$ cat src/rtl/mult_dot_acc.sv
// mult_dot_acc: registers 8x8 unsigned operand pairs into the shared combinational
// multiplier and sums LEN products into one dot product, handed off via valid/ready.
module mult (
  input  logic [7:0]  A,
  input  logic [7:0]  B,
  output logic [15:0] Out
);
  assign Out = {8'd0, A} * {8'd0, B};
endmodule

module mult_dot_acc #(
  parameter int LEN   = 4,
  parameter int ACC_W = 16 + $clog2(LEN)
) (
  input  logic             clk,
  input  logic             rst,
  input  logic             in_valid,
  output logic             in_ready,
  input  logic [7:0]       A,
  input  logic [7:0]       B,
  input  logic             flush,
  output logic             out_valid,
  input  logic             out_ready,
  output logic [ACC_W-1:0] out_data
);
  localparam int CNT_W = $clog2(LEN + 1);
  localparam logic [CNT_W-1:0] LAST = CNT_W'(LEN - 1);
  localparam logic [CNT_W-1:0] ONE  = CNT_W'(1);

  typedef enum logic [1:0] {ACC, DRAIN, DONE} state_t;

  state_t           state_q, state_d;
  logic [7:0]       a_q, a_d, b_q, b_d;
  logic             p_valid_q, p_valid_d;
  logic [ACC_W-1:0] acc_q, acc_d;
  logic [CNT_W-1:0] acc_cnt_q, acc_cnt_d;
  logic [CNT_W-1:0] in_cnt_q, in_cnt_d;
  logic [15:0]      prod;
  logic             accept;

  function automatic logic [ACC_W-1:0] add_product(input logic [ACC_W-1:0] sum,
                                                   input logic [15:0]      p);
    return sum + ACC_W'(p);
  endfunction

  mult u_mult (.A(a_q), .B(b_q), .Out(prod));

  assign in_ready  = (state_q == ACC) && !rst;
  assign accept    = in_valid && in_ready;
  assign out_valid = (state_q == DONE);
  assign out_data  = (state_q == DONE) ? acc_q : '0;

  always_comb begin
    state_d   = state_q;
    a_d       = a_q;
    b_d       = b_q;
    p_valid_d = 1'b0;
    acc_d     = acc_q;
    acc_cnt_d = acc_cnt_q;
    in_cnt_d  = in_cnt_q;
    case (state_q)
      ACC, DRAIN: begin
        if (flush) begin
          // Drop the partial sum, the pending product and any pair offered this cycle
          acc_d     = '0;
          acc_cnt_d = '0;
          in_cnt_d  = '0;
          state_d   = ACC;
        end else begin
          if (p_valid_q) begin
            acc_d     = add_product(acc_q, prod);
            acc_cnt_d = acc_cnt_q + ONE;
          end
          if (state_q == DRAIN) begin
            state_d = DONE;
          end else if (accept) begin
            a_d       = A;
            b_d       = B;
            p_valid_d = 1'b1;
            in_cnt_d  = in_cnt_q + ONE;
            if (in_cnt_q == LAST) state_d = DRAIN;
          end
        end
      end
      DONE: begin
        if (out_ready) begin
          acc_d     = '0;
          acc_cnt_d = '0;
          in_cnt_d  = '0;
          state_d   = ACC;
        end
      end
      default: state_d = ACC;
    endcase
  end

  always_ff @(posedge clk) begin
    if (rst) begin
      state_q   <= ACC;
      a_q       <= '0;
      b_q       <= '0;
      p_valid_q <= 1'b0;
      acc_q     <= '0;
      acc_cnt_q <= '0;
      in_cnt_q  <= '0;
    end else begin
      state_q   <= state_d;
      a_q       <= a_d;
      b_q       <= b_d;
      p_valid_q <= p_valid_d;
      acc_q     <= acc_d;
      acc_cnt_q <= acc_cnt_d;
      in_cnt_q  <= in_cnt_d;
    end
  end
endmodule

$ cat config.mk
export PLATFORM = sky130hd
export DESIGN_NAME = mult_dot_acc
export DESIGN_NICKNAME = d
export VERILOG_FILES = /design/src/rtl/mult_dot_acc.sv
export SDC_FILE = /design/constraint.sdc
export NUM_CORES = 1
export LEC_CHECK = 0
export CORE_MARGIN = 2
export CORE_UTILIZATION = 60
export DETAILED_ROUTE_END_ITERATION = 7
export PLACE_DENSITY = 0.83
export SLEW_MARGIN = 30
export SYNTH_ARGS = -nofsm -noshare
export SYNTH_HDL_FRONTEND = slang
export SYNTH_HIERARCHICAL = 1
export SYNTH_SLANG_ARGS = --single-unit
$ cat constraint.sdc
create_clock -name clk -period 16.7 [get_ports clk]
set_input_delay 3.34 -clock clk [delete_from_list [all_inputs] [get_ports clk]]
set_output_delay 3.34 -clock clk [all_outputs]
set_load 0.1 [all_outputs]
==> impl_metrics.yaml <==
synth:
  synth_area_per_cell_um2: 8.17
  synth-seq-area-share_pct: 17.3
  synth-simple-area-share_pct: 23.9
  yosysWarnings: 6
  synth_compound_area_share_pct: 17.0
  ys_types: 64
  ys_async_sr_fraction_pct: 0
  synth_xor_xnor_area_share_pct: 3.78
  synthesis.area_mm2: 0.00463
  synth_seq_cells: 40
  synth-edff-count: 0
  syn_nets: 679
  muxShareOfSynthArea_pct: 0.891
  ys.flop_type: "dfxtp_1"
  synthAdderAreaFrac_pct: 30.6
  synth_cells: 567
  synth_top_family_by_area: "adder cells"
placement:
  hpwl_um: 7810
  dp_worst_setup_slack_ns: 7.43
  io_buffers: 40
  placed_area_mm2: 0.00509
  gp_congestion: 0.866
drt:
  vias_per_cell: 5.63
  wirelength_um: 10100
  dr.pass1.iters: 4
  wl_per_cell_um: 14.3
  drt_iter0_drc: 156
  drtAntennaViolNets: 0
  num_vias: 3966
  route.detailed.drc: 0
worst_setup_path:
  path_cells: "buf_2 > nor3_1 > clkdlybuf4s50_1"
  slowest_delay_ns: 1.18
  crit_type: "input pin to primary output"
  cp-end-kind: "primary output"
  required_ns: 13.36
  crit_slowest_cell: "clkdlybuf4s50_1"
  start_kind: "input pin"
  critPathMaxFanout: 31
  arrival_ns: 5.05
grt:
  grt.met1_usage_pct: 32.1
  globalRoute.busiestLayer: "met2"
  global_route.usage.met2_pct: 41.8
  grt_start_max_net_pins: 32
  antenna_found_initial: 0
  first_global_vias: 3797
  grtUsageMet3_pct: 3.70
  grt_pass1_wl_um: 17000
  grt_overflow_total: 0
  grt_use_total_pct: 24.3
die:
  io_pins: 41
  initial_core_util_pct: 60.9
  die_area_mm2: 0.00844
  die_y_um: 91.9
  die_x_um: 91.9
  std_cell_rows: 32
  core_mm2: 0.00761
final_layout:
  fin_nets: 714
  drive_gt1_share_pct: 5.31
  diodes: 0
  area_growth_syn_to_layout_pct: 13.3
  final_cell_area_mm2: 0.00525
  num-fill-cells: 639
  seqCellArea_um2: 801
  multiInputGateArea_mm2: 0.00353
sta:
  period_needed_ns: 8.39
  timing.fmax_mhz: 119
  worst_pin_slew_ns: 0.982
  hold_viol_final: 0
  slew_headroom_pct: 34.3
  finClkSkew_ns: 0.00721
  setup_viol: 0
  fin_crit_sh_pct: 50.2
  setup_tns_ns: 0
  rsz0062_at_grt: "false"
  setup_ws_ns: 8.31
  slew_viol_final: 0
cts:
  cts_resized: 0
  cts_buffers: 5
  htreeDepth: 2
  cts_root_buf: "clkbuf_8"
  cts_tree: "yes"
  ctsHoldBuffers: 0
  clockBufferDepth: 2
  clk_latency_ns: 0.30
  clkSinkCount: 40
  clk_pin_slew_ns: 0.08
  cts_setup_buffers: 0
power_and_ir_drop:
  p_leak_uw: 0.00241
  ir_worst_vdd_mv: 0.0394
  power_density_mw_per_mm2: 48.4
worst_hold_path:
  hold_class: "flop to flop"
run:
  maxCapViolations: 0
status:
  status: "complete, no violations"
## cells in the final DEF, fill, tap and decap left out, types with 3 or more instances in the layout
| cell | synthesis | layout |
|---|---|---|
| clkbuf_8 | 0 | 5 |
| nor3_1 | 13 | 13 |
| o21a_1 | 4 | 4 |
| or2_2 | 4 | 4 |
| a21oi_1 | 46 | 46 |
| a21o_1 | 6 | 6 |
| nand3_1 | 8 | 8 |
| dfxtp_1 | 40 | 40 |
| a22oi_1 | 3 | 3 |
| xnor2_1 | 11 | 11 |
| nand2b_1 | 3 | 3 |
| mux2i_1 | 3 | 3 |
| o31ai_1 | 4 | 4 |
| a31oi_1 | 3 | 3 |
| and2_1 | 67 | 67 |
| inv_1 | 60 | 60 |
| nor2_1 | 24 | 24 |
| nand2_1 | 83 | 83 |
| xor2_1 | 9 | 9 |
| clkdlybuf4s50_1 | 0 | 39 |
| o21ai_1 | 11 | 11 |
| ha_1 | 54 | 54 |
| o21ai_0 | 14 | 14 |
| fa_1 | 37 | 37 |
| bufinv_16 | 0 | 3 |
## synthesized netlist by cell type (5+ instances only)
library cell / instances / area, µm²
fa_1: 37 / 741
o21ai_1: 11 / 55.1
nor3_1: 13 / 65.1
nor2_1: 24 / 90.1
nand3_1: 8 / 40.0
a21o_1: 6 / 45.0
o21ai_0: 14 / 70.1
clkbuf_1: 5 / 18.8
ha_1: 54 / 676
xnor2_1: 11 / 96.3
and2_1: 67 / 419
inv_1: 60 / 225
a21oi_1: 46 / 230
nand2_1: 83 / 312
dfxtp_1: 40 / 801
xor2_1: 9 / 78.8
## worst paths after layout
kind              startpoint   endpoint  slack, ns  cells after the start
setup / recovery         rst   in_ready       8.31                      3
hold / removal     acc_q[11]  acc_q[11]       0.47                      2
setup reg to reg      a_q[0]  acc_q[13]      10.94                     21
hold reg to reg    acc_q[11]  acc_q[11]       0.47                      2
## sequential cells by signal (all words and copies together), names as in the netlist
register / count
acc_q: 18
a_q: 8
b_q: 8
in_cnt_q: 3
state_q: 2
p_valid_q: 1
## per-layer routing
metal	vias up	routed length (µm)
met2	116	5050
met4	0	69
met5	-	0
li1	1974	-
met3	10	393
met1	1866	4570
## critical path, delay by kind of cell
| kind | cells | cell delay, ns |
|---|---|---|
| buffers and inverters | 2 | 1.45 |
| AND/OR/NAND/NOR | 1 | 0.25 |
## power by group
part           internal, µW  switching (µW)  leakage [µW]
registers              98.3            5.62      0.000325
clock network          74.8            36.9     0.0000784
logic                  16.7            21.8       0.00201
total                   190            64.4       0.00241
## cell families after synthesis
logic type	Yosys count
AO/OA/AOI/OAI	118
multiplexers	4
XOR/XNOR	20
buffers and inverters	74
flip-flops	40
adder cells (fa/ha/maj)	91
AND/OR/NAND/NOR	220
## final cells by class
class	instances	area share, %
flip-flops and latches	40	15.3
inverters	61	4.36
multi-input cells	453	67.2
repair buffers	41	7.68
clock buffers	5	1.31
clock inverters	3	1.72
well taps	102	2.43
## through the flow
stage / util, % / hold slack [ns] / std cells / total power [µW]
after floorplan: - / 0.438 / 567 / 132
after global routing: 69.0 / 0.494 / 705 / 265
after detailed placement: 67.0 / 0.464 / 697 / 145
after global placement: 66.9 / 0.451 / 697 / 143
final: 69.0 / 0.474 / 705 / 254
after CTS: 69.1 / 0.477 / 705 / 256
(Power assumes the default switching activity.)
